--- src/rtl/regfile_operand_fetch_pkg.sv ---
// rtl/regfile_operand_fetch_pkg.sv - shared widths, FSM encoding and zero-register constant
package regfile_pkg;
  localparam int ADDR_W   = 2;
  localparam int DATA_W   = 32;
  localparam int ZERO_REG = 0;

  typedef enum logic [1:0] {
    IDLE  = 2'd0,
    CHECK = 2'd1,
    VALID = 2'd2
  } state_t;
endpackage

--- src/rtl/regfile_operand_fetch_if.sv ---
// rtl/regfile_operand_fetch_if.sv - instruction, register-file, writeback and operand signals
interface regfile_operand_fetch_if #(
  parameter int ADDR_W = regfile_pkg::ADDR_W,
  parameter int DATA_W = regfile_pkg::DATA_W
);
  import regfile_pkg::*;

  logic              InValid;
  logic              InReady;
  logic [ADDR_W-1:0] InSrc1;
  logic [ADDR_W-1:0] InSrc2;
  logic [ADDR_W-1:0] InDest;
  logic              InWritesDest;
  logic [ADDR_W-1:0] ReadRegister1;
  logic [ADDR_W-1:0] ReadRegister2;
  logic [DATA_W-1:0] ReadData1;
  logic [DATA_W-1:0] ReadData2;
  logic [ADDR_W-1:0] WriteRegister;
  logic [DATA_W-1:0] WriteData;
  logic              RegWrite;
  logic              WbValid;
  logic [ADDR_W-1:0] WbDest;
  logic [DATA_W-1:0] WbData;
  logic              OutValid;
  logic              OutReady;
  logic [DATA_W-1:0] OutOperand1;
  logic [DATA_W-1:0] OutOperand2;
  logic [ADDR_W-1:0] OutDest;
  logic              OutWritesDest;

  modport master (
    input  InValid, InSrc1, InSrc2, InDest, InWritesDest, ReadData1, ReadData2,
           WbValid, WbDest, WbData, OutReady,
    output InReady, ReadRegister1, ReadRegister2, WriteRegister, WriteData, RegWrite,
           OutValid, OutOperand1, OutOperand2, OutDest, OutWritesDest
  );

  modport slave (
    output InValid, InSrc1, InSrc2, InDest, InWritesDest, ReadData1, ReadData2,
           WbValid, WbDest, WbData, OutReady,
    input  InReady, ReadRegister1, ReadRegister2, WriteRegister, WriteData, RegWrite,
           OutValid, OutOperand1, OutOperand2, OutDest, OutWritesDest
  );
endinterface

--- src/rtl/regfile_operand_fetch_scoreboard.sv ---
// rtl/regfile_operand_fetch_scoreboard.sv - per-register pending bits with two source and one dest lookup
module regfile_scoreboard #(
  parameter int ADDR_W = regfile_pkg::ADDR_W
) (
  input  logic              Clk,
  input  logic              Rst_n,
  input  logic              i_set,
  input  logic [ADDR_W-1:0] i_set_addr,
  input  logic              i_clr,
  input  logic [ADDR_W-1:0] i_clr_addr,
  input  logic [ADDR_W-1:0] i_src1,
  input  logic [ADDR_W-1:0] i_src2,
  input  logic [ADDR_W-1:0] i_dest,
  output logic              o_pend_src1,
  output logic              o_pend_src2,
  output logic              o_pend_dest
);
  import regfile_pkg::*;

  localparam int NREGS = 1 << ADDR_W;

  logic [NREGS-1:0] r_pend;

  // set is applied after clear so it wins on a same-edge collision
  always_ff @(posedge Clk or negedge Rst_n) begin
    if (!Rst_n) begin
      r_pend <= '0;
    end else begin
      if (i_clr) r_pend[i_clr_addr] <= 1'b0;
      if (i_set) r_pend[i_set_addr] <= 1'b1;
    end
  end

  assign o_pend_src1 = r_pend[i_src1];
  assign o_pend_src2 = r_pend[i_src2];
  assign o_pend_dest = r_pend[i_dest];
endmodule

--- src/rtl/regfile_operand_fetch.sv ---
// rtl/regfile_operand_fetch.sv - operand fetch FSM, writeback stage, hazard stall; WB_BYPASS_EN adds bypass
module regfile_operand_fetch #(
  parameter int ADDR_W = regfile_pkg::ADDR_W,
  parameter int DATA_W = regfile_pkg::DATA_W
) (
  input logic                     Clk,
  input logic                     Rst_n,
  regfile_operand_fetch_if.master bus
);
  import regfile_pkg::*;

  localparam logic [ADDR_W-1:0] REG_ZERO = ADDR_W'(ZERO_REG);

  state_t            r_state, w_next_state;
  logic [ADDR_W-1:0] r_src1, r_src2, r_dest;
  logic              r_writes_dest;
  logic              r_out_valid, r_out_wd;
  logic [DATA_W-1:0] r_op1, r_op2;
  logic [ADDR_W-1:0] r_out_dest;
  logic              r_reg_write;
  logic [ADDR_W-1:0] r_wr_addr;
  logic [DATA_W-1:0] r_wr_data;
  logic              w_pend_src1, w_pend_src2, w_pend_dest;
  logic              w_hz1, w_hz2, w_hz_dest, w_hazard;
  logic [DATA_W-1:0] w_op1, w_op2;
  logic              w_accept, w_capture, w_handoff, w_set, w_wb_load;

  regfile_scoreboard #(.ADDR_W(ADDR_W)) u_scoreboard (
    .Clk         (Clk),
    .Rst_n       (Rst_n),
    .i_set       (w_set),
    .i_set_addr  (r_out_dest),
    .i_clr       (r_reg_write),
    .i_clr_addr  (r_wr_addr),
    .i_src1      (r_src1),
    .i_src2      (r_src2),
    .i_dest      (r_dest),
    .o_pend_src1 (w_pend_src1),
    .o_pend_src2 (w_pend_src2),
    .o_pend_dest (w_pend_dest)
  );

`ifdef WB_BYPASS_EN
  logic w_wb1, w_wb2, w_rw1, w_rw2;
  // WbData is newer than WriteData, so it takes priority
  assign w_wb1 = bus.WbValid && (bus.WbDest == r_src1);
  assign w_wb2 = bus.WbValid && (bus.WbDest == r_src2);
  assign w_rw1 = r_reg_write && (r_wr_addr == r_src1);
  assign w_rw2 = r_reg_write && (r_wr_addr == r_src2);
  assign w_hz1 = (r_src1 != REG_ZERO) && w_pend_src1 && !(w_wb1 || w_rw1);
  assign w_hz2 = (r_src2 != REG_ZERO) && w_pend_src2 && !(w_wb2 || w_rw2);
  assign w_op1 = (r_src1 == REG_ZERO) ? '0 : w_wb1 ? bus.WbData : w_rw1 ? r_wr_data : bus.ReadData1;
  assign w_op2 = (r_src2 == REG_ZERO) ? '0 : w_wb2 ? bus.WbData : w_rw2 ? r_wr_data : bus.ReadData2;
`else
  assign w_hz1 = (r_src1 != REG_ZERO) && w_pend_src1;
  assign w_hz2 = (r_src2 != REG_ZERO) && w_pend_src2;
  assign w_op1 = (r_src1 == REG_ZERO) ? '0 : bus.ReadData1;
  assign w_op2 = (r_src2 == REG_ZERO) ? '0 : bus.ReadData2;
`endif

  assign w_hz_dest = r_writes_dest && (r_dest != REG_ZERO) && w_pend_dest;
  assign w_hazard  = w_hz1 || w_hz2 || w_hz_dest;
  assign w_accept  = (r_state == IDLE) && bus.InValid;
  assign w_capture = (r_state == CHECK) && !w_hazard;
  assign w_handoff = r_out_valid && bus.OutReady;
  assign w_set     = w_handoff && r_out_wd && (r_out_dest != REG_ZERO);
  assign w_wb_load = bus.WbValid && (bus.WbDest != REG_ZERO);

  always_comb begin
    w_next_state = r_state;
    case (r_state)
      IDLE:    if (bus.InValid) w_next_state = CHECK;
      CHECK:   if (!w_hazard) w_next_state = VALID;
      VALID:   if (bus.OutReady) w_next_state = IDLE;
      default: w_next_state = IDLE;
    endcase
  end

  always_ff @(posedge Clk or negedge Rst_n) begin
    if (!Rst_n) begin
      r_state       <= IDLE;
      r_src1        <= '0;
      r_src2        <= '0;
      r_dest        <= '0;
      r_writes_dest <= 1'b0;
      r_out_valid   <= 1'b0;
      r_op1         <= '0;
      r_op2         <= '0;
      r_out_dest    <= '0;
      r_out_wd      <= 1'b0;
    end else begin
      r_state <= w_next_state;
      if (w_accept) begin
        r_src1        <= bus.InSrc1;
        r_src2        <= bus.InSrc2;
        r_dest        <= bus.InDest;
        r_writes_dest <= bus.InWritesDest;
      end
      if (w_capture) begin
        r_out_valid <= 1'b1;
        r_op1       <= w_op1;
        r_op2       <= w_op2;
        r_out_dest  <= r_dest;
        r_out_wd    <= r_writes_dest;
      end else if (w_handoff) begin
        r_out_valid <= 1'b0;
      end
    end
  end

  // one-cycle write strobe per writeback; address/data hold between writes
  always_ff @(posedge Clk or negedge Rst_n) begin
    if (!Rst_n) begin
      r_reg_write <= 1'b0;
      r_wr_addr   <= '0;
      r_wr_data   <= '0;
    end else begin
      r_reg_write <= w_wb_load;
      if (w_wb_load) begin
        r_wr_addr <= bus.WbDest;
        r_wr_data <= bus.WbData;
      end
    end
  end

  assign bus.InReady       = (r_state == IDLE);
  assign bus.ReadRegister1 = r_src1;
  assign bus.ReadRegister2 = r_src2;
  assign bus.WriteRegister = r_wr_addr;
  assign bus.WriteData     = r_wr_data;
  assign bus.RegWrite      = r_reg_write;
  assign bus.OutValid      = r_out_valid;
  assign bus.OutOperand1   = r_op1;
  assign bus.OutOperand2   = r_op2;
  assign bus.OutDest       = r_out_dest;
  assign bus.OutWritesDest = r_out_wd;
endmodule

--- src/flat_wrapper.sv ---
// flat-port wrapper written by rule: the top's interface ports become plain ports
module regfile_operand_fetch_flat import regfile_pkg::*;
#(
  parameter int ADDR_W = regfile_pkg::ADDR_W,
  parameter int DATA_W = regfile_pkg::DATA_W
)
  (Clk, Rst_n, bus_InValid, bus_InSrc1, bus_InSrc2, bus_InDest, bus_InWritesDest, bus_ReadData1, bus_ReadData2, bus_WbValid, bus_WbDest, bus_WbData, bus_OutReady, bus_InReady, bus_ReadRegister1, bus_ReadRegister2, bus_WriteRegister, bus_WriteData, bus_RegWrite, bus_OutValid, bus_OutOperand1, bus_OutOperand2, bus_OutDest, bus_OutWritesDest);
  regfile_operand_fetch_if #(.ADDR_W(ADDR_W), .DATA_W(DATA_W)) bus_i ();
  input logic Clk;
  input logic Rst_n;
  input wire logic [$bits(bus_i.InValid)-1:0] bus_InValid;
  input wire logic [$bits(bus_i.InSrc1)-1:0] bus_InSrc1;
  input wire logic [$bits(bus_i.InSrc2)-1:0] bus_InSrc2;
  input wire logic [$bits(bus_i.InDest)-1:0] bus_InDest;
  input wire logic [$bits(bus_i.InWritesDest)-1:0] bus_InWritesDest;
  input wire logic [$bits(bus_i.ReadData1)-1:0] bus_ReadData1;
  input wire logic [$bits(bus_i.ReadData2)-1:0] bus_ReadData2;
  input wire logic [$bits(bus_i.WbValid)-1:0] bus_WbValid;
  input wire logic [$bits(bus_i.WbDest)-1:0] bus_WbDest;
  input wire logic [$bits(bus_i.WbData)-1:0] bus_WbData;
  input wire logic [$bits(bus_i.OutReady)-1:0] bus_OutReady;
  output wire logic [$bits(bus_i.InReady)-1:0] bus_InReady;
  output wire logic [$bits(bus_i.ReadRegister1)-1:0] bus_ReadRegister1;
  output wire logic [$bits(bus_i.ReadRegister2)-1:0] bus_ReadRegister2;
  output wire logic [$bits(bus_i.WriteRegister)-1:0] bus_WriteRegister;
  output wire logic [$bits(bus_i.WriteData)-1:0] bus_WriteData;
  output wire logic [$bits(bus_i.RegWrite)-1:0] bus_RegWrite;
  output wire logic [$bits(bus_i.OutValid)-1:0] bus_OutValid;
  output wire logic [$bits(bus_i.OutOperand1)-1:0] bus_OutOperand1;
  output wire logic [$bits(bus_i.OutOperand2)-1:0] bus_OutOperand2;
  output wire logic [$bits(bus_i.OutDest)-1:0] bus_OutDest;
  output wire logic [$bits(bus_i.OutWritesDest)-1:0] bus_OutWritesDest;
  assign bus_i.InValid = bus_InValid;
  assign bus_i.InSrc1 = bus_InSrc1;
  assign bus_i.InSrc2 = bus_InSrc2;
  assign bus_i.InDest = bus_InDest;
  assign bus_i.InWritesDest = bus_InWritesDest;
  assign bus_i.ReadData1 = bus_ReadData1;
  assign bus_i.ReadData2 = bus_ReadData2;
  assign bus_i.WbValid = bus_WbValid;
  assign bus_i.WbDest = bus_WbDest;
  assign bus_i.WbData = bus_WbData;
  assign bus_i.OutReady = bus_OutReady;
  assign bus_InReady = bus_i.InReady;
  assign bus_ReadRegister1 = bus_i.ReadRegister1;
  assign bus_ReadRegister2 = bus_i.ReadRegister2;
  assign bus_WriteRegister = bus_i.WriteRegister;
  assign bus_WriteData = bus_i.WriteData;
  assign bus_RegWrite = bus_i.RegWrite;
  assign bus_OutValid = bus_i.OutValid;
  assign bus_OutOperand1 = bus_i.OutOperand1;
  assign bus_OutOperand2 = bus_i.OutOperand2;
  assign bus_OutDest = bus_i.OutDest;
  assign bus_OutWritesDest = bus_i.OutWritesDest;
  regfile_operand_fetch #(.ADDR_W(ADDR_W), .DATA_W(DATA_W)) u_core (.Clk(Clk), .Rst_n(Rst_n), .bus(bus_i));
endmodule
--- config.mk ---
export PLATFORM = sky130hd
export DESIGN_NAME = regfile_operand_fetch_flat
export DESIGN_NICKNAME = d
export VERILOG_FILES = /design/src/rtl/regfile_operand_fetch_pkg.sv /design/src/rtl/regfile_operand_fetch_if.sv /design/src/rtl/regfile_operand_fetch_scoreboard.sv /design/src/rtl/regfile_operand_fetch.sv /design/src/flat_wrapper.sv
export SDC_FILE = /design/constraint.sdc
export NUM_CORES = 1
export LEC_CHECK = 0
export CORE_MARGIN = 2
export CORE_UTILIZATION = 43
export CTS_BUF_LIST = sky130_fd_sc_hd__clkbuf_4 sky130_fd_sc_hd__clkbuf_8
export DETAILED_ROUTE_END_ITERATION = 8
export HOLD_SLACK_MARGIN = 0.05
export PLACE_DENSITY = 0.86
export SYNTH_ARGS = -nofsm -noshare
export SYNTH_HDL_FRONTEND = slang
export SYNTH_SLANG_ARGS = --single-unit
--- constraint.sdc ---
create_clock -name Clk -period 2.9 [get_ports Clk]
set_input_delay 0.725 -clock Clk [delete_from_list [all_inputs] [get_ports Clk]]
set_output_delay 0.725 -clock Clk [all_outputs]
set_load 0.03 [all_outputs]
### Word level (Yosys, flattened, before mapping)

Cells that the tools add are included.

* flip-flop bits (word level): 116
* bits in latches: 0
* memory bits (writable): 0
* bits in read-only memories: 0
* input bits: 110
* logic and storage cells: 74
* memories kept: 0

* add/subtract/negate cells: 0
* multipliers: 0
* div/mod/pow operators: 0
* order comparisons: 7
* eq/ne operators: 5
* shift operators: 0
* muxes and demuxes: 20
* bitwise operators: 3
* reduce and logical (&&, ||, !) cells: 25

Operators by type and width (number)
* two-way mux 32 bit: 2
* less-than comparator 2 x 3 -> 1 bit, second input constant: 5
* logical AND 1 bit: 12
* nonzero test 2 bit: 6
* two-way mux 4 bit: 2
* two-way mux 1 bit: 7
* binary-select mux 1 bit (select 2 bit): 3
* logical NOT 2 bit: 3
* two-way mux 2 bit: 3
* inequality test 2 bit, second input constant: 3
* one-hot mux 2 bit (3 select lines): 1
* bitwise AND 4 bit: 1
* demux 1 bit (select 2 bit): 2
* greater-or-equal comparator 2 x 1 -> 1 bit, second input constant: 2
* NOT 4 bit: 1
* bitwise OR 4 bit: 1
* AND reduction 3 bit: 1
* equality test 2 x 1 -> 1 bit, second input constant: 1
* equality test 2 bit, second input constant: 1
* logical OR 1 bit: 2
* logical NOT 1 bit: 1

### Logic depth before layout (Yosys ltp)

* depth in word-level cells: 9
* mapped depth: 7
* mapped depth without buffers: 4

### Cells and area by module

A second synthesis with hierarchy kept.

* cell total of the unflattened synthesis: 408
* area, all modules: 4908.5 µm²

By module, submodules not included
* regfile_operand_fetch: instances 1, cells each 390, area an instance 4664.5 µm², sequential area each 2802.7 µm²
* regfile_scoreboard: instances 1, cells each 18, area an instance 244.0 µm², sequential area each 100.1 µm²

### Worst setup path before layout

No wires, ideal clock.

* kind: flip-flop to flip-flop
* from: reg u_core.r_src2[0], in the netlist u_core.bus.ReadRegister2[0]
* to: reg u_core.r_out_dest[0], in the netlist u_core.bus.OutDest[0]
* arrival: 2.035 ns
* data required time: 2.772 ns
* setup slack: 0.737 ns
* cell stages (with the launch flop): 7
* buffers on the path: 2
* cell sequence: dfrtp_1 mux2_2 a32o_1 a2111o_1 buf_2 buf_6 mux2_1

* longest elaborated chain between the ends: 7

RTL lines
* start, declared: line regfile_operand_fetch.sv:15 `logic [ADDR_W-1:0] r_src1, r_src2, r_dest;`
* start signal, assigned: line regfile_operand_fetch.sv:95 `r_src2 <= bus.InSrc2;`
* binary-select mux 1 bit (select 2 bit): line regfile_operand_fetch_scoreboard.sv:35 `assign o_pend_src2 = r_pend[i_src2];`
* two-way mux 1 bit (implied by the code): line regfile_operand_fetch_scoreboard.sv:35
* logical AND 1 bit *: line regfile_operand_fetch.sv:56 `assign w_hz2 = (r_src2 != REG_ZERO) && w_pend_src2;`
* logical OR 1 bit * (2 in a row): line regfile_operand_fetch.sv:62 `assign w_hazard = w_hz1 || w_hz2 || w_hz_dest;`
* logical NOT 1 bit *: line regfile_operand_fetch.sv:64 `assign w_capture = (r_state == CHECK) && !w_hazard;`
* logical AND 1 bit *: line regfile_operand_fetch.sv:64
* end signal, assigned: line regfile_operand_fetch.sv:103 `r_out_dest <= r_dest;`
* end, declared: line regfile_operand_fetch.sv:19 `logic [ADDR_W-1:0] r_out_dest;`

Every way passes the cells marked *; elsewhere a longest branch is shown, timed or not. The select of a mux whose other input is x is not followed.
A chain may end at the register's enable or synchronous reset.

### Final worst setup path

* from: reg u_core.r_state[0]
* to: out bus_InReady

* longest elaborated chain between the ends: 1

RTL lines
* start, declared: line regfile_operand_fetch.sv:14 `state_t r_state, w_next_state;`
* start signal, assigned: line regfile_operand_fetch.sv:92 `r_state <= w_next_state;`
* logical NOT 2 bit: line regfile_operand_fetch.sv:126 `assign bus.InReady = (r_state == IDLE);`
* end, declared: line flat_wrapper.sv:22 `output wire logic [$bits(bus_i.InReady)-1:0] bus_InReady;`

No other way between the ends.

==> impl_metrics.csv <==
group,metric,value,unit
logic_synthesis,yosys.cell_types.count,25,
routing,avgViaCountPerCell,4.747,
logic_synthesis,synth.yosys.warnings,0,
power_and_ir_drop,net-switching-power,3.278,mW
sta,fmaxAchievable,407.8,MHz
logic_synthesis,post_synth_fa_ha_maj_area_fraction,0,
cts,clock_tree_from_tritoncts,"done",
placed_design,placed_cell_area,7103,µm²
routing,dr_wl_met2,6.214,mm
floorplanning,die_width,109.5,µm
logic_synthesis,ys_seq_elements,115,
hold_path,timing.hold.worst.class,"input port to async pin",
logic_synthesis,yosys-top-cells-area,"dfrtp_1, mux2i_1, mux2_2",
critical_path,setup.worst_path.start_class,"flop",
placed_design,io_buffer_count,217,
finish,antenna_cells,0,
sta,grt_setup_unrepaired,"no",
critical_path,timing.critical_path.slowest_cell_delay,0.71,ns
global_route,global_route.overflow_total,0,
sta,min_period,2.452,ns
floorplanning,i_o_pin_cnt,218,
routing,dr_total_vias,3736,
sta,timing.hold.ws,0.2925,ns
cts,cts.sink_count,115,
routing,drc_violations_left,0,
logic_synthesis,synth_top_flop_cell,"dfrtp_1",
floorplanning,fp.dieArea,12000,µm²
routing,routed-wl-met3,1.256,mm
sta,final-setup-viol-count,0,
critical_path,worst_path_max_delay_cell,"clkdlybuf4s50_1",
power_and_ir_drop,p_per_area,1099,nW/µm²
routing,total_wire_length,12.16,mm
global_route,grt_start_max_net_pins,56,
floorplanning,core_region_area,10840,µm²
cts,cts_root_buffer,"clkbuf_8",
critical_path,crit_chain,"nor2_1 > clkdlybuf4s50_1",
critical_path,endpoint_kind,"output port",
power_and_ir_drop,swShare,0.3940,
cts,hold_buffers,0,
logic_synthesis,netlist.top_cell.by_area,"dfrtp_1",
floorplanning,floorplan.initialDensity,0.4418,
global_route,number_of_antenna_violations_at_the_first_check_in_global_routing,0,
logic_synthesis,synth-edff-count,0,
cts,post_cts.resized_instances,0,
logic_synthesis,synthesized_instance_count,411,
run,max_cap_violations,0,
placed_design,dp_hpwl,8.906,mm
logic_synthesis,muxShareOfSynthArea,0.2322,
sta,setup-tns-final,0,ns
cts,cts-htree-levels,4,
cts,clock_insertion_delay_worst_skew,0.43,ns
finish,nets,744,
finish,ratio_of_cells_with_drive_above_1_in_the_final_layout,0.1221,
routing,top_signal_layer_used,"met4",
floorplanning,floorplan.rows,38,
placed_design,place.detailed.instances,755,
sta,clock-skew-final,0.01527,ns
power_and_ir_drop,power.combinational.fraction,0.484,
finish,post_layout_inst_area,7571,µm²
cts,clk_pin_slew_worst_setup_hold_paths,0.07,ns
cts,total_clock_buffers_created_by_cts,17,
sta,worstMarginPinSlew,1.169,ns
critical_path,critPathArrivalTime,1.73,ns
finish,most_frequent_cells_in_the_layout,"clkdlybuf4s50_1, dfrtp_1, nand2_1",
global_route,grt_first_pass_wirelength,18.60,mm
logic_synthesis,ys_async_sr_fraction,1.000,
placed_design,globalplace.congestion,0.7549,
critical_path,cp_max_fo,4,
logic_synthesis,synthesized_area_fraction_occupied_by_ao_oa_aoi_and_oai_cells,0.02142,
power_and_ir_drop,power,8.321,mW
logic_synthesis,synthesis.area_per_instance,11.65,µm²
global_route,track_usage,0.2051,
sta,hold_viol_final,0,
sta,max_slew_margin,0.2185,
floorplanning,die_height,109.5,µm
finish,area_delta_synth_final,58.07,%
cts,cts_buffer_depth,2,
power_and_ir_drop,p_int,5.043,mW
power_and_ir_drop,cellLeakagePower,3.722,nW
power_and_ir_drop,pwr-share-clk,0.209,
routing,drt-wirelength-per-cell,15.46,µm
critical_path,timing.setup.critical_path_class,"flop to output port",
global_route,grt_pass1_vias,3919,
routing,wl_met1,4.541,mm
run_status,run_status,"finished, final reports clean",
sta,final.period_utilization,0.8456,
power_and_ir_drop,ir_drop,0.0005616,V
logic_synthesis,synth_top_cell_area_share,0.6008,
routing,drt_first_iter_violations,142,
critical_path,timing.critical_path.required,2.17,ns
power_and_ir_drop,seq_power_share,0.308,
logic_synthesis,synth.cell_area,4790,µm²
logic_synthesis,synth-simple-area-share,0.07184,
cts,post_cts.repair.setup_buffers,0,
finish,most_common_cell_after_layout_fill_and_taps_aside,"clkdlybuf4s50_1",
logic_synthesis,synth_top_family_by_area,"multiplexers",
routing,antenna_left,0,
logic_synthesis,mappedNetlistNets,521,
logic_synthesis,sequential_fraction_of_the_synthesis_area,0.6008,
routing,dr.pass1.iters,4,
sta,final_max_slew_viol_count,0,
logic_synthesis,post_synthesis_share_of_cell_area_spent_on_xor_and_xnor_gates,0,
finish,instances_no_fill,787,
==> kinds of logic (layout without fill, tap and decap cells) <==
logic type / count (synthesis) / in the layout
mux: 106 / 106
flops: 115 / 115
simple gates: 86 / 86
buf+inv: 88 / 324
compound gates: 16 / 16
==> flip-flops by register name, summed over array words and instances, names as in the netlist <==
register / cells
u_core.bus.OutDest: 2
u_core.bus.OutOperand1: 32
u_core.bus.OutOperand2: 32
u_core.bus.OutValid: 1
u_core.bus.OutWritesDest: 1
u_core.bus.ReadRegister1: 2
u_core.bus.ReadRegister2: 2
u_core.bus.RegWrite: 1
u_core.bus.WriteData: 32
u_core.bus.WriteRegister: 2
u_core.r_dest: 2
u_core.r_state: 2
u_core.r_writes_dest: 1
u_core.u_scoreboard.r_pend: 3
==> worst paths after layout <==
path                                    startpoint                            end  depth (start not counted)  slack [ns]
setup / recovery                 u_core.r_state[0]                    bus_InReady                          2        0.45
hold / removal                               Rst_n  u_core.u_scoreboard.r_pend[2]                          1        0.29
setup reg to reg                  u_core.r_dest[0]       u_core.bus.OutWritesDest                          5        0.61
hold reg to reg            u_core.bus.WriteData[6]        u_core.bus.WriteData[6]                          1        0.50
max in group asynchronous                    Rst_n     u_core.bus.OutOperand1[12]                          2        1.90
min in group Clk           u_core.bus.WriteData[6]        u_core.bus.WriteData[6]                          1        0.50
==> final cells by class <==
| cell class | instances | area (µm²) |
|---|---|---|
| Timing Repair Buffer | 223 | 2227 |
| Multi-Input combinational cell | 208 | 1564 |
| Inverter | 69 | 259.0 |
| Clock inverter | 10 | 177.7 |
| Clock buffer | 22 | 290.3 |
| Sequential cell | 115 | 2878 |
| Fill cell | 791 | 3269 |
| Tap cell | 140 | 175.2 |
==> worst max-delay path, delay by kind of cell, from the launching register on <==
kind | cells | cell delay, ns
flip-flops | 1 | 0.42
AND/OR/NAND/NOR | 1 | 0.18
buffers and inverters | 1 | 0.71
==> routing by layer <==
metal | GRT usage | vias to the layer above
met5 | 0 | -
met4 | 0.07324 | 0
met3 | 0.09544 | 15
met2 | 0.3488 | 167
met1 | 0.2249 | 1798
li1 | - | 1756
==> power by group through the flow <==
stage	sequential (mW)	combinational [mW]	clock (mW)
after floorplan	3.54	1.51	0
final	2.56	4.03	1.74
after detailed placement	2.58	4.06	0
after CTS	2.56	4.08	1.76
after global routing	2.63	4.31	1.84
after global placement	2.55	3.96	0
==> per-stage QoR <==
stage,worst slack [ns],util
final,0.4476,0.6984
after detailed placement,0.6501,0.6552
after CTS,0.4337,0.6984
after global placement,0.7010,0.6552
after floorplan,0.7372,-
after global routing,0.4071,0.6984
==> cell usage after synthesis (all sizes together) (2+ instances only) <==
library cell,instances
a32o,2
mux2i,65
nand2,76
dfrtp,115
nor2,2
o21ai,10
mux2,41
buf,8
inv,69
clkbuf,11
(Power assumes the default switching activity.)
